File: src/rtl/scoreboard_hazard_unit.sv
// Scoreboarded hazard controller: load scoreboard, stall/flush generation, redirect FSM and
// EX forwarding selects. Define HAZARD_PERF_EN to add saturating stall/flush perf counters.
module scoreboard_hazard_unit #(
  parameter int unsigned NREGS     = 32,
  parameter int unsigned MAX_OUTST = 4,
  parameter int unsigned REDIR_PEN = 2
) (
  input  logic                     clk_i,
  input  logic                     rst_ni,
  input  logic                     d_valid_i,
  input  logic [$clog2(NREGS)-1:0] d_rs1_i,
  input  logic [$clog2(NREGS)-1:0] d_rs2_i,
  input  logic                     d_rs1_used_i,
  input  logic                     d_rs2_used_i,
  input  logic [$clog2(NREGS)-1:0] d_rd_i,
  input  logic                     d_memren_i,
  input  logic [$clog2(NREGS)-1:0] e_rs1_i,
  input  logic [$clog2(NREGS)-1:0] e_rs2_i,
  input  logic                     e_redirect_i,
  input  logic [$clog2(NREGS)-1:0] m_rd_i,
  input  logic                     m_regwren_i,
  input  logic [$clog2(NREGS)-1:0] w_rd_i,
  input  logic                     w_regwren_i,
  input  logic                     ld_resp_valid_i,
  input  logic [$clog2(NREGS)-1:0] ld_resp_rd_i,
  output logic                     stall_if_o,
  output logic                     ifid_wren_o,
  output logic                     ifid_flush_o,
  output logic                     idex_flush_o,
  output logic [1:0]               rs1_sel_o,
  output logic [1:0]               rs2_sel_o,
  output logic                     d_issue_o
`ifdef HAZARD_PERF_EN
  ,
  output logic [31:0]              perf_stall_cnt_o,
  output logic [31:0]              perf_flush_cnt_o
`endif
);

  localparam int unsigned AW = $clog2(NREGS);
  localparam int unsigned OW = $clog2(MAX_OUTST + 1);
  localparam int unsigned CW = (REDIR_PEN > 1) ? $clog2(REDIR_PEN) : 1;
  localparam logic [OW-1:0] MaxOutst  = OW'(MAX_OUTST);
  localparam logic [CW-1:0] CntReload = CW'(REDIR_PEN - 1);
  localparam bit            MultiCyc  = (REDIR_PEN > 1);

  typedef enum logic {StRun, StFlush} state_e;

  state_e            state_q;
  logic [CW-1:0]     cnt_q;
  logic [NREGS-1:0]  pending_q, pending_d;
  logic [OW-1:0]     outst_q, outst_d;
  logic [NREGS-1:0]  ready;
  logic              run, src_haz, waw_haz, full_haz, stall, issue, set_pend, dec_outst;
  logic [1:0]        rs1_sel, rs2_sel;

  // A returning load is written this cycle and the regfile is write-before-read.
  always_comb begin
    ready = ~pending_q;
    for (int unsigned r = 0; r < NREGS; r++) begin
      if (ld_resp_valid_i && (ld_resp_rd_i == AW'(r))) ready[r] = 1'b1;
    end
    ready[0] = 1'b1;
  end

  always_comb begin
    run       = (state_q == StRun);
    src_haz   = d_valid_i & ((d_rs1_used_i & ~ready[d_rs1_i]) |
                             (d_rs2_used_i & ~ready[d_rs2_i]));
    waw_haz   = d_valid_i & d_memren_i & (d_rd_i != '0) & ~ready[d_rd_i];
    full_haz  = d_valid_i & d_memren_i & (outst_q == MaxOutst) & ~ld_resp_valid_i;
    stall     = (src_haz | waw_haz | full_haz) & run & ~e_redirect_i;
    issue     = d_valid_i & ~stall & ~e_redirect_i & run;
    set_pend  = issue & d_memren_i & (d_rd_i != '0);
    dec_outst = ld_resp_valid_i & (outst_q != '0);
  end

  // Clear before set so a same-register set wins.
  always_comb begin
    pending_d = pending_q;
    if (ld_resp_valid_i) pending_d[ld_resp_rd_i] = 1'b0;
    if (set_pend) pending_d[d_rd_i] = 1'b1;
    unique case ({set_pend, dec_outst})
      2'b10:   outst_d = outst_q + 1'b1;
      2'b01:   outst_d = outst_q - 1'b1;
      default: outst_d = outst_q;
    endcase
  end

  always_ff @(posedge clk_i or negedge rst_ni) begin
    if (!rst_ni) begin
      pending_q <= '0;
      outst_q   <= '0;
    end else begin
      pending_q <= pending_d;
      outst_q   <= outst_d;
    end
  end

  always_ff @(posedge clk_i or negedge rst_ni) begin
    if (!rst_ni) begin
      state_q <= StRun;
      cnt_q   <= '0;
    end else begin
      unique case (state_q)
        StRun: begin
          if (e_redirect_i && MultiCyc) begin
            state_q <= StFlush;
            cnt_q   <= CntReload;
          end
        end
        StFlush: begin
          if (e_redirect_i) begin
            cnt_q <= CntReload;
          end else begin
            cnt_q <= cnt_q - 1'b1;
            if (cnt_q == CW'(1)) state_q <= StRun;
          end
        end
        default: state_q <= StRun;
      endcase
    end
  end

  function automatic logic [1:0] fwd_sel(input logic [AW-1:0] rs, input logic [AW-1:0] mrd,
                                         input logic mwe, input logic [AW-1:0] wrd,
                                         input logic wwe);
    if (mwe && (mrd != '0) && (mrd == rs)) return 2'b01;
    if (wwe && (wrd != '0) && (wrd == rs)) return 2'b10;
    return 2'b00;
  endfunction

  always_comb begin
    rs1_sel = fwd_sel(e_rs1_i, m_rd_i, m_regwren_i, w_rd_i, w_regwren_i);
    rs2_sel = fwd_sel(e_rs2_i, m_rd_i, m_regwren_i, w_rd_i, w_regwren_i);
  end

  // Outputs are held at their reset values while rst_ni is low.
  always_comb begin
    stall_if_o   = rst_ni & stall;
    ifid_wren_o  = ~rst_ni | ~stall;
    ifid_flush_o = rst_ni & (e_redirect_i | ~run);
    idex_flush_o = rst_ni & (stall | e_redirect_i | ~run);
    d_issue_o    = rst_ni & issue;
    rs1_sel_o    = rst_ni ? rs1_sel : 2'b00;
    rs2_sel_o    = rst_ni ? rs2_sel : 2'b00;
  end

`ifdef HAZARD_PERF_EN
  logic [31:0] perf_stall_q, perf_flush_q;

  always_ff @(posedge clk_i or negedge rst_ni) begin
    if (!rst_ni) begin
      perf_stall_q <= '0;
      perf_flush_q <= '0;
    end else begin
      if (stall && (perf_stall_q != '1)) perf_stall_q <= perf_stall_q + 1'b1;
      if (ifid_flush_o && (perf_flush_q != '1)) perf_flush_q <= perf_flush_q + 1'b1;
    end
  end

  assign perf_stall_cnt_o = perf_stall_q;
  assign perf_flush_cnt_o = perf_flush_q;
`endif

endmodule
File: config.mk
export PLATFORM = sky130hd
export DESIGN_NAME = scoreboard_hazard_unit
export DESIGN_NICKNAME = d
export VERILOG_FILES = /design/src/rtl/scoreboard_hazard_unit.sv
export SDC_FILE = /design/constraint.sdc
export NUM_CORES = 1
export LEC_CHECK = 0
export CAP_MARGIN = 10
export CORE_UTILIZATION = 45
export CTS_CLUSTER_SIZE = 20
export DETAILED_ROUTE_END_ITERATION = 16
export PLACE_DENSITY = 0.75
export SETUP_SLACK_MARGIN = 0.1
export SYNTH_ARGS = -nofsm -noshare
export SYNTH_HDL_FRONTEND = slang
export SYNTH_SLANG_ARGS = --single-unit
File: constraint.sdc
create_clock -name clk_i -period 6.34 [get_ports clk_i]
set_input_delay 0.634 -clock clk_i [delete_from_list [all_inputs] [get_ports clk_i]]
set_output_delay 0.634 -clock clk_i [all_outputs]
set_load 0.01 [all_outputs]
# [Word level (Yosys, flattened, before mapping)]
# Index checks and enable logic that the tools add are counted.
[word_totals] out_inout_bits=9 wordCells=202 regBits=37
[classes] muxes=67 n_lt_le_gt_ge=6 addsub=3 eq_ne=39 n_reduce_logical=44 n_bitwise=39
[ops] cell="5-bit equality test, second input constant" count=16
[ops] cell="32-bit 2-to-1 mux" count=2
[ops] cell="32-bit NOT" count=2
[ops] cell="1-bit 2-to-1 mux" count=47
[ops] cell="5-bit by 4-bit equality test with 1-bit output, second input constant" count=8
[ops] cell="1-bit logical AND" count=39
[ops] cell="32-bit AND" count=1
[ops] cell="32-bit OR" count=1
[ops] cell="5-bit by 6-bit < comparator with 1-bit output, second input constant" count=4
[ops] cell="1-bit AND" count=20
[ops] cell="5-bit by 3-bit equality test with 1-bit output, second input constant" count=4
[ops] cell="5-bit equality test" count=4
[ops] cell="2-bit 2-to-1 mux" count=10
[ops] cell="1-bit binary-select mux with 5-bit select" count=3
[ops] cell="5-bit nonzero test" count=3
[ops] cell="1-bit demux with 5-bit select" count=2
[ops] cell="5-bit by 2-bit equality test with 1-bit output, second input constant" count=2
[ops] cell="5-bit by 1-bit >= comparator with 1-bit output, second input constant" count=2
[ops] cell="1-bit NOT" count=8
[ops] cell="1-bit OR" count=7
[ops] cell="3-bit case mux with 2 select lines" count=1
[ops] cell="5-bit by 1-bit equality test with 1-bit output, second input constant" count=1
[ops] cell="1-bit case mux with 2 select lines" count=2
[ops] cell="3-bit by 1-bit adder with 3-bit output, second input constant" count=1
[ops] cell="8 further kinds" count=8

# [Longest topological paths before layout]
[depth] word_depth=21 mapped_depth=16 ltp_nobuf=14

# [Least setup slack after synthesis]
# No wires, ideal clock.
[synth_timing] path_kind="input -> register" from="input ld_resp_valid_i" to="register outst_q[2]" t_required_ns=6.261 n_path_buf=1 cell_stages=15 setup_slack_ns=2.771 arrival_time_ns=3.490 path_cell_list="buf_2 nand4b_1 o21ai_1 o2111a_1 or4_1 nor4_1 nand2_1 o211ai_4 or3b_1 ha_1 inv_1 fa_1 xor2_1 nor2_1 xor2_1"
[synth_between] elab_chain_len=20 word_cells_on_any_way=93
[synth_lines] element="start: declaration" line="24" source="input logic ld_resp_valid_i,"
[synth_lines] element="1-bit logical AND" line="61" source="if (ld_resp_valid_i && (ld_resp_rd_i == AW'(r))) ready[r] = 1'b1;"
[synth_lines] element="1-bit 2-to-1 mux" line="61"
[synth_lines] element="1-bit binary-select mux with 5-bit select, on equally long branches" line="68, 69"
[synth_lines] element="1-bit 2-to-1 mux, on equally long branches" line="68, 69"
[synth_lines] element="1-bit NOT, on equally long branches" line="68, 69"
[synth_lines] element="1-bit AND, on equally long branches" line="68, 69"
[synth_lines] element="1-bit OR" line="68" source="src_haz = d_valid_i & ((d_rs1_used_i & ~ready[d_rs1_i]) |"
[synth_lines] element="1-bit AND" line="68"
[synth_lines] element="1-bit OR (2 in a row)" line="72" source="stall = (src_haz | waw_haz | full_haz) & run & ~e_redirect_i;"
[synth_lines] element="1-bit AND (2 in a row)" line="72"
[synth_lines] element="1-bit NOT" line="73" source="issue = d_valid_i & ~stall & ~e_redirect_i & run;"
[synth_lines] element="1-bit AND (3 in a row)" line="73"
[synth_lines] element="1-bit AND (2 in a row)" line="74" source="set_pend = issue & d_memren_i & (d_rd_i != '0);"
[synth_lines] element="2-bit by 1-bit equality test with 1-bit output / 2-bit equality test (equally long branches)" line="83" source="unique case ({set_pend, dec_outst})"
[synth_lines] element="3-bit case mux with 2 select lines / 2-bit nonzero test (equally long branches)"
[synth_lines] element="end signal: assignment" line="96" source="outst_q <= outst_d;"
[synth_lines] element="end: declaration" line="52" source="logic [OW-1:0] outst_q, outst_d;"
# Parallel ways exist; a longest one is shown, timed or not. The select of a mux whose other input is x is not followed.
# A chain may end at the register's enable or synchronous reset.

# [Final worst setup path]
[layout_timing] from="input ld_resp_valid_i" to="output idex_flush_o"
[layout_between] elab_chain_len=15 word_cells_on_any_way=85
[layout_lines] element="1-bit logical AND" line="61"
[layout_lines] element="1-bit 2-to-1 mux" line="61"
[layout_lines] element="1-bit binary-select mux with 5-bit select, on equally long branches" line="68, 69"
[layout_lines] element="1-bit 2-to-1 mux, on equally long branches" line="68, 69"
[layout_lines] element="1-bit NOT, on equally long branches" line="68, 69"
[layout_lines] element="1-bit AND, on equally long branches" line="68, 69"
[layout_lines] element="1-bit OR" line="68"
[layout_lines] element="1-bit AND" line="68"
[layout_lines] element="1-bit OR" line="72"
[layout_lines] element="1-bit OR *" line="72"
[layout_lines] element="1-bit AND * (2 in a row)" line="72"
[layout_lines] element="1-bit OR * (2 in a row)" line="143" source="idex_flush_o = rst_ni & (stall | e_redirect_i | ~run);"
[layout_lines] element="1-bit AND *" line="143"
[layout_lines] element="end: declaration" line="29" source="output logic idex_flush_o,"
# Mark *: on every way between the ends. The rest lies on a longest branch, timed or not. The select of a mux whose other input is x is not followed.

==> reports/qor.txt <==
Outcome: finished, final reports clean
Most frequent cell after synthesis: dfrtp_1
Rel. slew slack: 21.6%
Area Growth Syn to Fin: 20.6%
Initial Util: 46.4%
Largest net degree at the start of global routing: 45
WL final: 11800 um
RSZ-0062 raised after global routing: false
Reg clk slew, reported paths: 0.06 ns
Synthesized area: 3350 um2
Routed wire per std cell: 22.0 um
Layout Nets: 491
Post-route minimum period: 5.25 ns
Seq/Total Area, Yosys: 26.9%
Final setup viols: 0
Area share of the largest cell type after synthesis: 26.9%
Drt pass-1 iters: 5
Worst-path fanout max: 36
Comb pwr share: 34.8%
Diode count: 0
Site Rows: 31
Iter 0 DRT Violations: 432
DR vias: 3680
Internal Pwr Total: 0.446 mW
Port buffer count: 58
Grt total ovfl: 0
Total number of H-tree levels: 2
Post-synth EDFFs: 0
CTS tree: done
Syn Area/Cell: 8.43 um2
CP Class: in2out
Post-Syn Instances: 397
Initial antenna violation count: 0
Skew-Pair Late Insertion Delay: 0.30 ns
PwrDens: 170 nW/um2
Largest cells by area after synthesis: dfrtp_1, nand4b_1, xor2_1, o31ai_2, nand3_1
Gr usage total: 31.2%
Crit start category: input port
Clk root buf: clkbuf_8
Number of global-route vias before repair: 3462
Worst setup EP type: primary output
IO Count: 59
Longest Clk Path Bufs: 2
Maximum vdd ir drop: 0.000169 V
Clk pwr share: 25.8%
Critical path arrival: 4.62 ns
Max Slew Vio Count: 0
Postcts setup bufs: 0
Total die area: 7780 um2
Seq cells post-synth: 36
HPWL Detailed: 8690 um
Fin Hold WS: 0.404 ns
Post-DRT Antenna Nets: 0
Unique masters post-synth: 60
P_sw: 0.240 mW
DRC viols: 0
Area leader, netlist: dfrtp_1
HP Class: in2async
Reg power frac: 39.3%
Placer Congestion: 1.07
Maxcap violations: 0
Fin crit share: 82.9%
Die Y: 88.2 um
LEAKAGE: 1.49 nW
Core footprint: 7210 um2
Fin Clk Skew: 0.00772 ns
Fmax: 0.190 GHz
Worst-margin pin slew: 1.17 ns
Die W: 88.2 um
Worst endpoint required time: 5.71 ns
Cts hold-fix bufs: 0
Synthesized Nets: 449
Setup TNS: 0 ns
Num CTS Buffers: 5
Switching power share of the total: 35.0%
Clock sink total: 36
Post-synth top cells: dfrtp_1, nand3_1, o21ai_1
Final hold vios: 0
Global-route wire length before repair: 18300 um
Dominant synthesized flop cell: dfrtp_1
Async SR Flop Fraction: 100%
Synth warnings: 0
Routed vias/inst: 6.84
Post-CTS sizing: 0
Share of post-route cells with drive strength above 1: 8.20%
registers in the layout (all words and copies together) (netlist names):
signal,cells
outst_q,3
state_q,1
cnt_q,1
pending_q,31
stage by stage:
step	instance area (um2)	instances	worst slack, ns	utilization (%)	total power, mW
3_5_place_dp	3940	531	1.25	54.6	0.505
5_1_grt	4040	538	0.979	55.9	0.716
2_1_floorplan	3350	397	2.77	-	0.417
3_3_place_gp	3940	531	1.24	54.6	0.501
6_report	4040	538	1.09	55.9	0.686
4_1_cts	4040	538	1.24	55.9	0.683
layout make-up:
cell class	instances	area, um2
Tap cell	99	124
Timing Repair Buffer	64	621
Fill cell	694	3180
Inverter	12	45.0
Multi-Input combinational cell	320	2250
Sequential cell	36	901
Clock buffer	7	96.3
worst paths after layout:
path | slack, ns | startpoint | end | cells after the start
worst max-delay path | 1.09 | ld_resp_valid_i | idex_flush_o | 10
worst min-delay path | 0.40 | rst_ni | state_q$_DFF_PN0_ | 2
worst max register to register | 2.69 | pending_q[17]$_DFF_PN0_ | outst_q[2]$_DFFE_PN0P_ | 13
worst min register to register | 0.52 | outst_q[0]$_DFFE_PN0P_ | outst_q[0]$_DFFE_PN0P_ | 1
max in group asynchronous | 5.58 | rst_ni | pending_q[23]$_DFF_PN0_ | 2
min in group clk_i | 0.52 | outst_q[0]$_DFFE_PN0P_ | outst_q[0]$_DFFE_PN0P_ | 1
kinds of logic after synthesis:
| kind of cell | count (synthesis) | synth area share [%] |
|---|---|---|
| adder cells (fa/ha/maj) | 2 | 0.972 |
| flip-flops | 36 | 26.9 |
| AO/OA/AOI/OAI | 137 | 31.0 |
| XOR/XNOR | 25 | 6.54 |
| buffers and inverters | 41 | 5.98 |
| multiplexers | 7 | 2.47 |
| AND/OR/NAND/NOR | 149 | 26.1 |
power groups by stage:
stage / sequential [mW] / combinational [mW] / clock [mW]
floorplan: 0.268 / 0.149 / 0
global placement: 0.272 / 0.229 / 0
detailed placement: 0.274 / 0.231 / 0
CTS: 0.269 / 0.234 / 0.180
global route: 0.272 / 0.256 / 0.188
finish: 0.270 / 0.239 / 0.177
worst max-delay path, stage by stage:
cell and delay, ns:
clkdlybuf4s50_1 0.70, nand4bb_1 0.45, o21ai_1 0.64, o211ai_1 0.17, a2111oi_0 0.41, nor4_1 0.12
nand2_1 0.14, o211ai_4 0.38, o41a_1 0.47, clkdlybuf4s50_1 0.48
metal layers:
layer	vias to the layer above	global-route usage [%]	share of wire [%]
met3	50	4.94	9.5
li1	1633	-	-
met5	-	0	0
met4	0	14.8	3.6
met2	242	50.4	47
met1	1755	40.8	40
placed cells by master (no fill, tap or decap), types with 7 or more instances in the layout:
cell type / count
nand3_1: 26
o2111ai_1: 9
xor2_1: 17
clkbuf_8: 7
xnor2_1: 8
o211ai_1: 17
clkdlybuf4s50_1: 57
dfrtp_1: 36
o31ai_2: 11
o21ai_1: 25
nor2_1: 23
o21ai_0: 19
nor2b_1: 9
nor3_1: 11
inv_1: 12
nand4_1: 8
nand4b_1: 18
nand2_1: 16
(Power assumes the default switching activity.)
==> patch 1: new RTL, same settings <==
`pending_q` no longer has a reset.
--- a/src/rtl/scoreboard_hazard_unit.sv
+++ b/src/rtl/scoreboard_hazard_unit.sv
@@ -90,10 +90,12 @@
   always_ff @(posedge clk_i or negedge rst_ni) begin
     if (!rst_ni) begin
-      pending_q <= '0;
       outst_q   <= '0;
     end else begin
-      pending_q <= pending_d;
       outst_q   <= outst_d;
     end
+  end
+
+  always_ff @(posedge clk_i) begin
+    pending_q <= pending_d;
   end
 
Function: changed (Yosys sat finds a counterexample within 4 cycles, from zero or initial values and one cycle with rst_ni low).
==> patch 1 against the original RTL <==
  * Final area decreased by 11%
  * Power decreased by 2.4%
  * Sequential cell count unchanged
  * Routed wire length decreased by 13%
  * Die area decreased by 13%
  * Global-route usage increased by 0.42 points
  * Synthesized area decreased by 13%
  * Worst setup slack improved by 0.55 ns
  * Count of clock-buffer cells in the layout decreased by 1
  * Largest cell class unchanged
  * Highest routed layer unchanged
==> patch 1: results (changes against the original RTL) <==
The run finished with clean final reports. The maximum number of buffers from clock root to sink came to 2 (unchanged). The clock period minus worst slack was 4.71 ns (-0.549 ns). The peak supply drop is 0.126 mV (-25%). In the final layout, the registers with the most flip-flops are pending_q: 31 flops, outst_q: 3 flops. The total iterations of the first detailed-routing run is 7 (+2).

The routed length per instance came to 22.3 um (+1.4%). The post-placement cell count came to 453 (-15%). The largest clock skew in the final design came to 0.00837 ns (+0.000652 ns). The slew at the pin with the worst max-slew slack came out at 0.885 ns (-0.286 ns).

The arrival time of the worst setup path is 4.07 ns (-0.55 ns). The number of synthesis warnings came out at 0 (unchanged). The number of setup buffers added after CTS came out at 0 (unchanged). The initial antenna violation count came out at 0 (unchanged). The cell leakage power is 1.27 nW (-15%). The post-placement cell area was 3490 um^2 (-11%). The count of vias placed by the detailed router is 3194 (-13%). The ratio of cells with drive above 1 in the final layout is 10.6% (+2.4 points).

The unique cell type count in the Yosys netlist is 60 (unchanged). The tightest min-delay check is of the reg -> reg type. The worst setup slack after placement is 1.63 ns (+0.388 ns).

The number of antenna diodes came to 0 (unchanged). The pin count of the biggest net entering global routing came to 33 (-27%). The starting DRC count in detailed routing came out at 413 (-4.4%).

The final weighted congestion in routability-driven placement came out at 1.03 (-4.1%). The first-pass GRT wire length is 15.5 mm (-15%). The proportion of synthesized chip area in sequential cells is 25.7% (-1.3 points).

In the synthesized netlist, the cells that appear most often are dfxtp_1, o21ai_0, a22oi_1, nor2_1, o31ai_2. The antenna violation net count after detailed routing came out at 0 (unchanged). The post-CTS resize count came to 0 (unchanged).

The post-synth net total came out at 388 (-14%). The placed wire-length estimate is 7.61 mm (-12%). The flop-to-flop setup slack came out at 2.83 ns (+0.14 ns).

The critical-path maximum fanout is 9 (-75%). For this run, the leading register cell type out of synthesis is dfxtp_1. The cell sitting at the root of the clock tree is a clkbuf_8. The smallest hold slack came out at 0.510 ns (+0.107 ns).

The post-layout net count came out at 437 (-11%). The number of global-route vias before repair is 2948 (-15%). The clock latency of the later-clocked register in the worst-skew pair is 0.30 ns (about the same). The post-synthesis cell count is 336 (-15%). The H-tree depth came out at 2 (unchanged). The average vias per placed instance came to 6.93 (+1.3%). The async set-or-reset flop fraction in the synthesized netlist came out at 13.9% (-86 points). The combined global-route utilization of all metal layers came to 31.6% (+0.42 points). The total of buffers placed on input and output ports was 58 (unchanged). After synthesis, the cell types taking the most area are dfxtp_1, o31ai_2, xor2_1, a22oi_1, dfrtp_1. The TritonCTS buffer count is 5 (unchanged). The clock-pin slew on the worst setup and hold paths came out at 0.08 ns (+0.02 ns).
patch 1: cell types whose count changed after synthesis, moves of 10 or more:
cell,change
nand3_1,-17
o21ai_1,-16
dfxtp_1,+31
a22oi_1,+15
clkbuf_1,-10
o31ai_1,+10
o211ai_1,-11
dfrtp_1,-31
nand4b_1,-14
patch 1: where the power goes:
| group | switching (mW) | internal [mW] |
|---|---|---|
| sequential | 0.0159 | 0.251 |
| combinational | 0.124 | 0.0951 |
| clock | 0.0948 | 0.0890 |
| total | 0.235 | 0.435 |
patch 1: kinds of logic after synthesis:
| kind of cell | Yosys count | share of synthesized area [%] |
|---|---|---|
| AO/OA/AOI/OAI | 129 | 35.5 |
| XOR/XNOR | 25 | 7.53 |
| adder cells (fa/ha/maj) | 2 | 1.12 |
| buffers and inverters | 30 | 4.95 |
| flip-flops | 36 | 25.7 |
| multiplexers | 13 | 4.95 |
| AND/OR/NAND/NOR | 101 | 20.3 |
patch 1: worst max-delay path: stages:
cell             delay (ns)
clkdlybuf4s50_1        0.55
nand4bb_1              0.49
o21ai_0                0.66
a22oi_1                0.16
a41oi_1                0.21
o21ai_1                0.11
a21oi_2                0.27
nand2_1                0.17
o41a_1                 0.33
clkdlybuf4s50_1        0.48
patch 1: final timing paths:
path,start,end,depth (start not counted)
setup / recovery,ld_resp_rd_i[2],idex_flush_o,10
hold reg to reg,outst_q[2],outst_q[2],1
min in group asynchronous,rst_ni,state_q,1
setup reg to reg,pending_q[3],outst_q[2],13
max in group asynchronous,rst_ni,outst_q[0],1
hold / removal,outst_q[2],outst_q[2],1
patch 1: final cells by class:
cell class / instances / area, um^2
fillers: 546 / 2470
multi-input cells: 270 / 2020
flip-flops and latches: 36 / 746
repair buffers: 59 / 588
well taps: 75 / 93.8
clock buffers: 6 / 82.6
inverters: 13 / 48.8
clock inverters: 2 / 13.8
patch 1: per-layer routing:
metal | track usage [%] | wire length, um | vias to the layer above
met5 | 0 | 0 | -
met4 | 19.3 | 431 | 0
met3 | 7.25 | 1160 | 55
met2 | 48.7 | 4590 | 262
met1 | 39.7 | 4100 | 1462
li1 | - | - | 1415
==> patch 2: new RTL, config.mk and constraints unchanged <==
Made on the original files. The parameter `REDIR_PEN` goes from 2 to 8.
--- a/src/rtl/scoreboard_hazard_unit.sv
+++ b/src/rtl/scoreboard_hazard_unit.sv
@@ -4,5 +4,5 @@
   parameter int unsigned NREGS     = 32,
   parameter int unsigned MAX_OUTST = 4,
-  parameter int unsigned REDIR_PEN = 2
+  parameter int unsigned REDIR_PEN = 8
 ) (
   input  logic                     clk_i,
Behaviour: not the same (Yosys sat finds a counterexample within 4 cycles, from zero or initial values and one cycle with rst_ni low).
==> patch 2 against the original RTL <==
  * Cell count grew 10%
  * Power decreased by 7.0%
  * Count of clock-buffer cells in the layout did not move
  * Final area grew 7.6%
  * Register-to-register slack worse by 0.08 ns
  * Synthesized area increased by 10%
  * Routed wire length rose by 0.93%
  * Worst setup slack worse by 0.11 ns
  * Combinational power shrank 18%
  * Sequential power about the same
  * Sequential cell count grew 2
  * Core utilization is 0.32 points lower
  * Via count grew 7.2%
  * Largest cell class unchanged
  * Highest routed layer unchanged
==> patch 2: results (changes against the original RTL) <==
The initial antenna violation count came to 0 (unchanged). The slew at the pin with the worst max-slew slack was 0.971 ns (-0.200 ns). The largest registers in the layout are pending_q: 31 flops, cnt_q: 3 flops, outst_q: 3 flops. The unique cell type count in the Yosys netlist was 60 (unchanged). Sorting the synthesized cells by area gives the leading types as dfrtp_1, o211ai_1, o21ai_0, xor2_1, mux2i_1. The adder and majority cell fraction of the synthesized area came to 1.56% (+0.59 points). The first-pass GRT wire length came to 19.2 mm (+4.8%). The slowest cell on the critical path is or4_1.

The number of antenna diodes is 0 (unchanged). The count of vias placed by the detailed router came out at 3944 (+7.2%). The TritonCTS buffer count is 5 (unchanged). The number of setup buffers added after CTS came out at 0 (unchanged). The sum of routed wire length over all layers came out at 11.9 mm (+0.93%). The proportion of synthesized chip area in sequential cells is 25.8% (-1.1 points). The post-CTS resize count came out at 0 (unchanged). dfrtp_1 takes more of the synthesized area than any other cell. The run finished with clean final reports. By count the netlist is led by o21ai_0, dfrtp_1, nor2_1.

The ratio of cells with drive above 1 in the final layout is 5.91% (-2.3 points). The clock latency of the later-clocked register in the worst-skew pair is 0.30 ns (about the same). The H-tree depth came out at 2 (unchanged). The post-synthesis xor/xnor area fraction came to 6.90% (+0.35 points). The async set-or-reset flop fraction in the synthesized netlist came out at 100% (unchanged). The placed wire-length estimate came to 9.21 mm (+6.0%). The total of buffers placed on input and output ports came to 58 (unchanged).

The cell leakage power came out at 1.62 nW (+9.2%). The total iterations of the first detailed-routing run is 6 (+1). The maximum number of buffers from clock root to sink is 2 (unchanged).

The post-synth net total was 512 (+14%). The number of global-route vias before repair was 3623 (+4.7%). The post-layout net count is 544 (+11%). The peak supply drop came to 0.106 mV (-37%). The power spent charging and discharging nets is 212 uW (-12%).

The pin count of the biggest net entering global routing is 47 (+4.4%). The area fraction in compound gates after synthesis is 28.8% (-2.1 points). The starting DRC count in detailed routing is 399 (-7.6%). The multiplexer share of the synthesized area is 8.39% (+5.9 points). The largest clock skew in the final design came out at 0.00565 ns (-0.00207 ns). The critical-path maximum fanout came out at 21 (-42%).

The combined global-route utilization of all metal layers is 28.9% (-2.3 points). The final weighted congestion in routability-driven placement came to 1.01 (-5.5%). The biggest cell delay along the critical path is 0.87 ns (+0.17 ns).
==> patch 2: cell types whose count changed after synthesis, moves of 10 or more <==
cell      before  now
nand3_1       26   13
o21ai_1       25    5
nand2_1       16   32
o21ai_0       19   50
nor2_1        23   37
o31ai_1        5   15
o31ai_2       11    0
nand4b_1      18    4
o211ai_1      17   35
==> patch 2: per-stage QoR <==
stage	instance area, um^2	utilization, %	cells	setup WS [ns]
after floorplan	3680	-	458	2.63
after CTS	4340	55.6	593	1.04
final	4340	55.6	593	0.974
after global routing	4340	55.6	593	0.742
after detailed placement	4250	54.5	585	1.06
after global placement	4250	54.5	585	1.15
==> patch 2: worst paths after layout <==
kind / from / end / slack (ns) / cells past startpoint
worst max register to register: pending_q[30] / outst_q[2] / 2.61 / 12
worst min-delay path: rst_ni / cnt_q[2] / 0.50 / 1
min in group clk_i: outst_q[2] / outst_q[2] / 0.50 / 1
worst min register to register: outst_q[2] / outst_q[2] / 0.50 / 1
max in group asynchronous: rst_ni / pending_q[6] / 5.25 / 1
worst max-delay path: ld_resp_rd_i[2] / ifid_wren_o / 0.97 / 9
==> patch 2: cells by family after synthesis <==
kind of cell | Yosys count
AND/OR/NAND/NOR | 154
XOR/XNOR | 29
buffers and inverters | 55
adder cells (fa/ha/maj) | 4
AO/OA/AOI/OAI | 153
flip-flops | 38
multiplexers | 25
==> patch 2: cell type report <==
cell class / instances / area, um^2
fillers: 736 / 3460
multi-input cells: 365 / 2500
flip-flops and latches: 38 / 951
repair buffers: 62 / 606
well taps: 102 / 128
clock buffers: 7 / 86.3
inverters: 18 / 67.6
clock inverters: 1 / 5.00
==> patch 2: power by group through the flow <==
| stage | clock, mW | combinational (mW) | sequential (mW) |
|---|---|---|---|
| 2_1_floorplan | 0 | 0.121 | 0.270 |
| 3_3_place_gp | 0 | 0.190 | 0.272 |
| 3_5_place_dp | 0 | 0.193 | 0.273 |
| 4_1_cts | 0.175 | 0.195 | 0.268 |
| 5_1_grt | 0.185 | 0.216 | 0.270 |
| 6_report | 0.174 | 0.196 | 0.269 |
==> patch 2: per-layer routing <==
metal,vias to the layer above,part of all wire [%],wire length (um),GRT usage (%)
met4,0,2.2,265,9.77
met3,26,11,1290,5.58
met2,252,45,5320,45.2
met1,1854,42,5060,39.7
li1,1812,-,-,-
met5,-,0,0,0
==> patch 2: worst max-delay path, delay by kind of cell <==
kind	cells	cell delay, ns
AND/OR/NAND/NOR	3	2.08
buffers and inverters	2	1.20
AO/OA/AOI/OAI	4	0.80
